### config.mk
export PLATFORM = sky130hd
export DESIGN_NAME = uart_rx
export DESIGN_NICKNAME = d
export VERILOG_FILES = /design/src/rtl/ice_uart_pkg.sv /design/src/rtl/uart_rx_fifo.sv /design/src/rtl/uart_rx.sv
export SDC_FILE = /design/constraint.sdc
export NUM_CORES = 1
export LEC_CHECK = 0
export BUFFER_PORTS_ARGS = -buffer_cell sky130_fd_sc_hd__buf_2
export CORE_ASPECT_RATIO = 1.25
export CORE_MARGIN = 2
export CORE_UTILIZATION = 45
export CTS_CLUSTER_DIAMETER = 100
export DETAILED_ROUTE_END_ITERATION = 16
export GPL_ROUTABILITY_DRIVEN = 0
export PLACE_DENSITY = 0.66
export SKIP_CTS_REPAIR_TIMING = 1
export SYNTH_ARGS = -nofsm -noshare
export SYNTH_HDL_FRONTEND = slang
export SYNTH_SLANG_ARGS = --single-unit
### constraint.sdc
create_clock -name clk -period 1.6 [get_ports clk]
set_clock_uncertainty 0.05 [all_clocks]
set_input_delay 0.24 -clock clk [delete_from_list [all_inputs] [get_ports clk]]
set_output_delay 0.24 -clock clk [all_outputs]
set_load 0.1 [all_outputs]
### src/rtl/ice_uart_pkg.sv
// Shared definitions for the ice UART receive path: FSM state codes,
// frame width and parameter legality helpers.
package ice_uart_pkg;

  localparam int DATA_BITS = 8;

  typedef logic [2:0] state_t;
  localparam state_t ST_IDLE  = 3'd0;
  localparam state_t ST_START = 3'd1;
  localparam state_t ST_DATA  = 3'd2;
  localparam state_t ST_STOP  = 3'd3;
  localparam state_t ST_BREAK = 3'd4;

  // Need at least 4 clocks per bit so the half-bit load (H-1) is non-zero
  // and the sample point sits clear of the synchronizer delay.
  function automatic bit cpb_legal(input int cpb);
    return cpb >= 4;
  endfunction

  function automatic bit fifo_depth_legal(input int depth);
    return (depth >= 2) && ((depth & (depth - 1)) == 0);
  endfunction

endpackage

### src/rtl/uart_rx_fifo.sv
// Small first-word-fall-through receive FIFO. Head entry is driven straight
// from the storage flops. Pointers carry one extra wrap bit so full/empty
// are distinguished without a counter. A push while full is accepted only
// when a pop in the same cycle frees the slot.
module uart_rx_fifo
  import ice_uart_pkg::*;
#(
  parameter int DEPTH = 4
) (
  input  logic                 clk,
  input  logic                 reset,
  input  logic                 push,
  input  logic [DATA_BITS-1:0] push_data,
  input  logic                 pop,
  output logic [DATA_BITS-1:0] data,
  output logic                 empty,
  output logic                 full
);

  localparam int AW = $clog2(DEPTH);

  logic [AW:0]                       wr_q, rd_q;
  logic [DEPTH-1:0][DATA_BITS-1:0]   mem_q;
  logic                              do_pop, do_push;

  assign empty   = (wr_q == rd_q);
  assign full    = (wr_q[AW] != rd_q[AW]) && (wr_q[AW-1:0] == rd_q[AW-1:0]);
  assign do_pop  = pop & ~empty;
  assign do_push = push & (~full | do_pop);
  assign data    = mem_q[rd_q[AW-1:0]];

  // Pointer update; both may move in the same cycle.
  always_ff @(posedge clk or negedge reset) begin
    if (!reset) begin
      wr_q <= '0;
      rd_q <= '0;
    end else begin
      if (do_push) wr_q <= wr_q + 1'b1;
      if (do_pop)  rd_q <= rd_q + 1'b1;
    end
  end

  // Entry write; cleared on reset so the idle head reads as zero.
  always_ff @(posedge clk or negedge reset) begin
    if (!reset) begin
      mem_q <= '0;
    end else if (do_push) begin
      mem_q[wr_q[AW-1:0]] <= push_data;
    end
  end

endmodule

### src/rtl/uart_rx.sv
// 8N1 UART receiver with valid/ready byte output.
// Build option: define UART_RX_FIFO_EN to buffer bytes in a FIFO_DEPTH
// entry FIFO; otherwise a single holding register is used. Both builds
// present the first byte on the same cycle.
module uart_rx
  import ice_uart_pkg::*;
#(
  parameter int CLKS_PER_BIT = 20,
  parameter int FIFO_DEPTH   = 4
) (
  input  logic                 clk,
  input  logic                 reset,
  input  logic                 rx_pin,
  output logic [DATA_BITS-1:0] rx_data,
  output logic                 rx_valid,
  input  logic                 rx_ready,
  output logic                 framing_err,
  output logic                 overrun,
  output logic                 busy
);

  localparam int CW = $clog2(CLKS_PER_BIT);
  localparam int BW = $clog2(DATA_BITS);
  localparam logic [CW-1:0] H_LD   = CW'(CLKS_PER_BIT / 2 - 1);
  localparam logic [CW-1:0] N_LD   = CW'(CLKS_PER_BIT - 1);
  localparam logic [BW-1:0] LAST_B = BW'(DATA_BITS - 1);

  if (!cpb_legal(CLKS_PER_BIT)) begin : g_bad_cpb
    $error("uart_rx: CLKS_PER_BIT must be at least 4");
  end
  if (!fifo_depth_legal(FIFO_DEPTH)) begin : g_bad_depth
    $error("uart_rx: FIFO_DEPTH must be a power of 2, at least 2");
  end

  logic [1:0]           sync_q;
  logic                 rx_s;
  state_t               state_q, state_d;
  logic [CW-1:0]        cnt_q, cnt_d;
  logic [BW-1:0]        bit_q, bit_d;
  logic [DATA_BITS-1:0] shift_q, shift_d;
  logic                 fe_q, fe_d;
  logic                 ov_q, ov_d;
  logic                 push;

  assign rx_s        = sync_q[1];
  assign busy        = (state_q != ST_IDLE);
  assign framing_err = fe_q;
  assign overrun     = ov_q;

  // Two-flop synchronizer, preset to the idle-high line level.
  always_ff @(posedge clk or negedge reset) begin
    if (!reset) sync_q <= 2'b11;
    else        sync_q <= {sync_q[0], rx_pin};
  end

  // Frame FSM: counter counts down to each mid-bit sample point.
  always_comb begin
    state_d = state_q;
    cnt_d   = cnt_q;
    bit_d   = bit_q;
    shift_d = shift_q;
    fe_d    = 1'b0;
    push    = 1'b0;
    case (state_q)
      ST_IDLE: begin
        if (!rx_s) begin
          state_d = ST_START;
          cnt_d   = H_LD;
        end
      end
      ST_START: begin
        if (cnt_q == '0) begin
          if (rx_s) begin
            state_d = ST_IDLE;          // too short to be a start bit
          end else begin
            state_d = ST_DATA;
            cnt_d   = N_LD;
            bit_d   = '0;
          end
        end else begin
          cnt_d = cnt_q - 1'b1;
        end
      end
      ST_DATA: begin
        if (cnt_q == '0) begin
          shift_d = {rx_s, shift_q[DATA_BITS-1:1]};   // LSB first
          cnt_d   = N_LD;
          if (bit_q == LAST_B) state_d = ST_STOP;
          else                 bit_d   = bit_q + 1'b1;
        end else begin
          cnt_d = cnt_q - 1'b1;
        end
      end
      ST_STOP: begin
        if (cnt_q == '0) begin
          if (rx_s) begin
            push    = 1'b1;
            state_d = ST_IDLE;
          end else begin
            fe_d    = 1'b1;
            state_d = ST_BREAK;
          end
        end else begin
          cnt_d = cnt_q - 1'b1;
        end
      end
      ST_BREAK: begin
        // A held-low line reports one framing error, then waits for idle.
        if (rx_s) state_d = ST_IDLE;
      end
      default: state_d = ST_IDLE;
    endcase
  end

  // FSM and datapath registers.
  always_ff @(posedge clk or negedge reset) begin
    if (!reset) begin
      state_q <= ST_IDLE;
      cnt_q   <= '0;
      bit_q   <= '0;
      shift_q <= '0;
    end else begin
      state_q <= state_d;
      cnt_q   <= cnt_d;
      bit_q   <= bit_d;
      shift_q <= shift_d;
    end
  end

`ifdef UART_RX_FIFO_EN
  logic fifo_empty, fifo_full, pop;

  assign pop      = rx_ready & ~fifo_empty;
  assign rx_valid = ~fifo_empty;
  assign ov_d     = push & fifo_full & ~pop;

  uart_rx_fifo #(.DEPTH(FIFO_DEPTH)) u_fifo (
    .clk       (clk),
    .reset     (reset),
    .push      (push),
    .push_data (shift_q),
    .pop       (pop),
    .data      (rx_data),
    .empty     (fifo_empty),
    .full      (fifo_full)
  );
`else
  logic                 hold_full_q;
  logic [DATA_BITS-1:0] hold_q;
  logic                 pop;

  assign pop      = rx_ready & hold_full_q;
  assign rx_valid = hold_full_q;
  assign rx_data  = hold_q;
  assign ov_d     = push & hold_full_q & ~pop;

  // Single holding register; a same-cycle pop makes room for the push.
  always_ff @(posedge clk or negedge reset) begin
    if (!reset) begin
      hold_full_q <= 1'b0;
      hold_q      <= '0;
    end else if (push && (!hold_full_q || pop)) begin
      hold_full_q <= 1'b1;
      hold_q      <= shift_q;
    end else if (pop) begin
      hold_full_q <= 1'b0;
    end
  end
`endif

  // Status pulses, registered so they appear the cycle after the stop sample.
  always_ff @(posedge clk or negedge reset) begin
    if (!reset) begin
      fe_q <= 1'b0;
      ov_q <= 1'b0;
    end else begin
      fe_q <= fe_d;
      ov_q <= ov_d;
    end
  end

endmodule

# Word-level counts from Yosys, hierarchy flattened
# Cells that the tools add are included.
dict set report word_totals {
  register_bits 32
  inputBits 4
  output_inout_bits 12
  wordCells 71
}
dict set report op_classes {
  addsub 2
  eq_ne 15
  mux 28
  bitwise 4
  n_reduce_logical 13
}
# op n
set ops {}
lappend ops {{3-bit two-way mux} 11}
lappend ops {{5-bit two-way mux} 5}
lappend ops {{5-bit one-hot mux with 4 select lines} 1}
lappend ops {{2-bit inequality test (second input constant)} 9}
lappend ops {{3-bit one-hot mux with 5 select lines} 1}
lappend ops {{1-bit two-way mux} 8}
lappend ops {{3-bit by 2-bit equality test with 1-bit output (second input constant)} 2}
lappend ops {{3-bit equality test (second input constant)} 2}
lappend ops {{3-bit one-hot mux with 2 select lines} 1}
lappend ops {{6-bit AND reduction} 1}
lappend ops {{5-bit zero test} 1}
lappend ops {{5-bit AND reduction} 1}
lappend ops {{5-bit by 1-bit subtractor with 5-bit output (second input constant)} 1}
lappend ops {{4-bit AND reduction} 1}
lappend ops {{2-bit nonzero test} 2}
lappend ops {{4-bit nonzero test} 1}
lappend ops {{3-bit by 1-bit adder with 3-bit output (second input constant)} 1}
lappend ops {{1-bit bitwise AND} 3}
lappend ops {{3-bit by 1-bit equality test with 1-bit output (second input constant)} 1}
lappend ops {{3-bit zero test} 1}
lappend ops {{3-bit inequality test (second input constant)} 1}
lappend ops {{3-bit nonzero test} 1}
lappend ops {{2-bit two-way mux} 1}
lappend ops {{2-bit AND reduction} 1}
lappend ops {{other kinds (4)} 4}

# Longest topological paths before layout
dict set report logic_depth {
  ltp_word 5
  depth_mapped 7
  depth_no_buf 6
}

# Least setup slack after synthesis
# No wires, ideal clock.
dict set report synth_timing {
  kind {register to register}
  from {reg hold_full_q (netlist: rx_valid)}
  to {reg hold_q[0] (netlist: rx_data[0])}
  setup_time_ps 126
  arrival_ps 1670
  required_ps 1424
  path_slack_ps -246
  stages_incl_launch_ff 4
  path_buffers 0
  period_less_slack_ps 1846
  path_cell_list {dfrtp_1 nand2b_1 nand3_4 mux2_2}
}
dict set report synth_via {
  elab_chain_cells 3
  elab_cells_between_ends 4
  classes_between {bitwise (1); reduce/logical (3)}
}
# item line
set synth_rtl {}
lappend synth_rtl {{start, declared} uart_rx.sv:148} ;# logic hold_full_q;
lappend synth_rtl {{start signal, assigned} uart_rx.sv:160} ;# hold_full_q <= 1'b0;
lappend synth_rtl {{start signal, assigned} uart_rx.sv:163} ;# hold_full_q <= 1'b1;
lappend synth_rtl {{start signal, assigned} uart_rx.sv:166} ;# hold_full_q <= 1'b0;
lappend synth_rtl {{1-bit bitwise AND / 1-bit zero test (equally long branches)} {uart_rx.sv:152, uart_rx.sv:162}}
lappend synth_rtl {{1-bit logical OR (*)} uart_rx.sv:162} ;# end else if (push && (!hold_full_q || pop)) begin
lappend synth_rtl {{1-bit logical AND (*)} uart_rx.sv:162}
lappend synth_rtl {{end signal, assigned} uart_rx.sv:164} ;# hold_q <= shift_q;
lappend synth_rtl {{end, declared} uart_rx.sv:149} ;# logic [DATA_BITS-1:0] hold_q;
# Every way passes the cells marked *; elsewhere a longest branch is shown, timed or not.
# A chain may end at the register's enable or synchronous reset.

# Worst setup path in the final report
dict set report layout_timing {
  from {reg cnt_q[1]}
  to {reg hold_q[3] (netlist: rx_data[3])}
}
dict set report layout_via {
  elab_chain_cells 4
}
# item line
set layout_rtl {}
lappend layout_rtl {{start, declared} uart_rx.sv:38} ;# logic [CW-1:0] cnt_q, cnt_d;
lappend layout_rtl {{start signal, assigned} uart_rx.sv:124} ;# cnt_q <= cnt_d;
lappend layout_rtl {{5-bit zero test} uart_rx.sv:95} ;# if (cnt_q == '0) begin
lappend layout_rtl {{1-bit two-way mux} uart_rx.sv:95}
lappend layout_rtl {{1-bit two-way mux} uart_rx.sv:64} ;# case (state_q)
lappend layout_rtl {{1-bit logical AND} uart_rx.sv:162}
# No other way between the ends.

==> results.cfg <==
[yosys]
synth_seq_area_share_pct = 54.68
synth-edff-count = 0
synth_top_family_by_area = multiplexers
synth_adder_area_share_pct = 3.407
synth_area_um2 = 1469
synth.area.mux_share_pct = 15.16
synth_cell_type_count = 33
synth_flop_cell = dfrtp_1
syn-num-nets = 129
async_reset_ff_share_pct = 100.0
ys_warn_count = 0
netlist_instances = 121
synth_simple_gate_area_share_pct = 13.97
syn_area_per_cell_um2 = 12.14
synth_xor_area_share_pct = 0
ys_ff_latch = 32
synth_compound_area_share_pct = 9.881

[timing]
relSlewSlack_pct = 67.71
fin_crit_ns = 1.766
worst_pin_slew_ns = 0.4877
setup_ws_ns = -0.1657
drv_slew = 0
final-hold-violation-count = 0
rsz0062_at_grt = true
fmax_ghz = 0.5664
finalCritPeriodShare_pct = 110.4
setup_violations = 24

[setup_path]
reg2reg_depth = 6
crit_type = reg -> reg
r2r-end = rx_data[3]
crit_fanout = 8
start_kind = flop
endpoint_kind = flop
critical_path_required_ns = 1.71
worstReg2RegStart = cnt_q[1]
arrival_ns = 1.88
rrSetupSlack_ns = -0.17

[clock_network]
cts_max_path_buffers = 2
cts_buffers = 5
htree_levels = 2
ctsRootBufferMaster = clkbuf_8
clock_latency_ns = 0.28
path_clk_slew_ns = 0.07
cts_sinks = 32
cts_tree = yes

[drt]
drtIter0Drc = 22
topRoutingLayerUsed = met4
avgRoutedWirePerCell_um = 14.15
wl_met2_um = 1579
drc = 0
drt_pre_antenna_iters = 4
num_vias = 1097
wirelength_um = 2915
drt-vias-per-instance = 5.325
dr_wl_met3_um = 123
ant_nets = 0
wl_met1_um = 1141

[global_route]
grt_overflow = 0
antenna_found_initial = 0
grt_max_degree = 16
grt_usage_pct = 18.61
grt_pass1_wl_um = 4843
first_global_vias = 1091

[power]
combPwrFrac_pct = 45.0
internal_power_mw = 1.927
peakVddDrop_mv = 1.106
p_leak_nw = 0.9686
switching_share_pct = 36.14
p_clk_share_pct = 19.9
pwr-share-seq_pct = 35.1
power_density_nw_per_um2 = 1570
p_sw_mw = 1.091

[floorplanning]
rows = 23
die-height_um = 67.88
dieArea_um2 = 3740
start_util_pct = 46.40
ios = 16
core_area_um2 = 3166
die_x_um = 55.10

[place]
hpwl_um = 1988
post_dp_cell_area_um2 = 1744
numPortBuffers = 15
preCtsSetupSlack_ns = -0.1397

[final_layout]
drive_gt1_share_pct = 49.70
area_growth_pct = 30.83
fin_area_um2 = 1922
diodes = 0
num-nets-final = 176

[outcome]
status = complete, but fails checks
violations = negative setup slack

[min_path]
hp-class = in -> reg
min_from = rx_ready
min_delay_path_depth = 3
min_to = overrun

[flow_run]
cap_violations = 0
[routing by layer]
metal	track usage, %	vias up
li1	-	518
met1	21.55	544
met2	29.76	27
met3	5.895	8
met4	10.67	0
met5	0	-
[metrics by stage]
stage | instances | setup TNS, ns | utilization [%] | hold WS (ns) | power, mW
after floorplan | 121 | -1.243 | - | -0.1056 | 1.811
after global placement | 190 | -1.296 | 55.10 | 0.05213 | 2.199
after detailed placement | 190 | -2.052 | 55.10 | 0.05471 | 2.231
after CTS | 198 | -2.871 | 57.87 | -0.2554 | 2.851
after global routing | 206 | -4.433 | 60.71 | 0.2540 | 3.207
final | 206 | -2.121 | 60.71 | 0.2356 | 3.017
[state kept, by name (all words and copies together), names as in the netlist]
signal and flops:
overrun 1, rx_data 8, sync_q 2, cnt_q 5, framing_err 1, shift_q 8, rx_valid 1, state_q 3
bit_q 3
[layout make-up]
cell class                      count  area, um^2
Fill cell                         270        1244
Inverter                            6       22.52
Sequential cell                    32       805.8
Clock inverter                      3       18.77
Tap cell                           37       46.29
Timing Repair Buffer               45       311.5
Multi-Input combinational cell     78       648.1
Clock buffer                        5       68.82
[worst max-delay path by stage]
stage | depth (start not counted) | endpoint | slack, ns | from
final | 6 | rx_data[3] | -0.17 | cnt_q[1]
after global routing | 6 | rx_data[3] | -0.26 | cnt_q[1]
after global placement | 6 | rx_data[1] | -0.10 | cnt_q[0]
after CTS | 2 | busy | -0.20 | state_q[0]
after floorplan | 6 | rx_data[0] | -0.13 | cnt_q[0]
after detailed placement | 6 | rx_data[6] | -0.14 | cnt_q[0]
[critical path, cell delays in order (launching register included)]
cell and delay, ns:
dfrtp_1 0.39, inv_2 0.08, ha_4 0.13, nor4b_4 0.20
nor3b_4 0.28, nand3_4 0.17, mux2_4 0.33
[power groups by stage]
stage	Clock (mW)	Combinational, mW	Sequential [mW]
after global placement	0	1.13	1.07
final	0.599	1.36	1.06
after global routing	0.657	1.48	1.07
after floorplan	0	0.673	1.14
after CTS	0.621	1.17	1.06
after detailed placement	0	1.15	1.08
[cell usage in the layout, fill, tap and decap left out, drive strengths merged]
cell type / netlist / layout
a211oi: 2 / 2
a21o: 1 / 1
a21oi: 6 / 6
a2bb2oi: 1 / 1
a311oi: 1 / 1
and3b: 1 / 1
buf: 1 / 43
clkbuf: 4 / 5
clkinv: 0 / 3
dfrtp: 30 / 30
dfstp: 2 / 2
dlygate4sd3: 0 / 2
ha: 4 / 4
inv: 6 / 6
mux2: 18 / 18
mux2i: 2 / 2
nand2: 9 / 9
nand2b: 5 / 5
nand3: 2 / 2
nor2: 7 / 7
nor2b: 1 / 1
nor3: 1 / 1
nor3b: 2 / 2
nor4b: 2 / 2
o21a: 1 / 1
o21ai: 4 / 4
o21bai: 1 / 1
o22a: 1 / 1
o22ai: 2 / 2
o32a: 1 / 1
o41ai: 1 / 1
or3: 2 / 2
[logic make-up (layout without fill, tap and decap cells)]
kind of cell,after synthesis,after routing
simple gates,32,32
compound gates,22,22
mux,20,20
flops,32,32
fa+ha+maj,4,4
buf+inv,11,59
[synth_stat cells (2+ instances only)]
cell type | instances | share of area, %
nand2b_1 | 5 | 2.1
inv_1 | 6 | 1.5
a211oi_1 | 2 | 1.0
mux2_2 | 18 | 14
dfstp_2 | 2 | 3.6
or3_1 | 2 | 0.85
o21ai_0 | 4 | 1.4
a21oi_1 | 6 | 2.0
dfrtp_1 | 30 | 51
nand2_1 | 9 | 2.3
nor2_1 | 7 | 1.8
clkbuf_1 | 4 | 1.0
mux2i_1 | 2 | 1.4
ha_1 | 4 | 3.4
o22ai_1 | 2 | 0.85
Note: power is estimated with default switching activity, not from simulation.
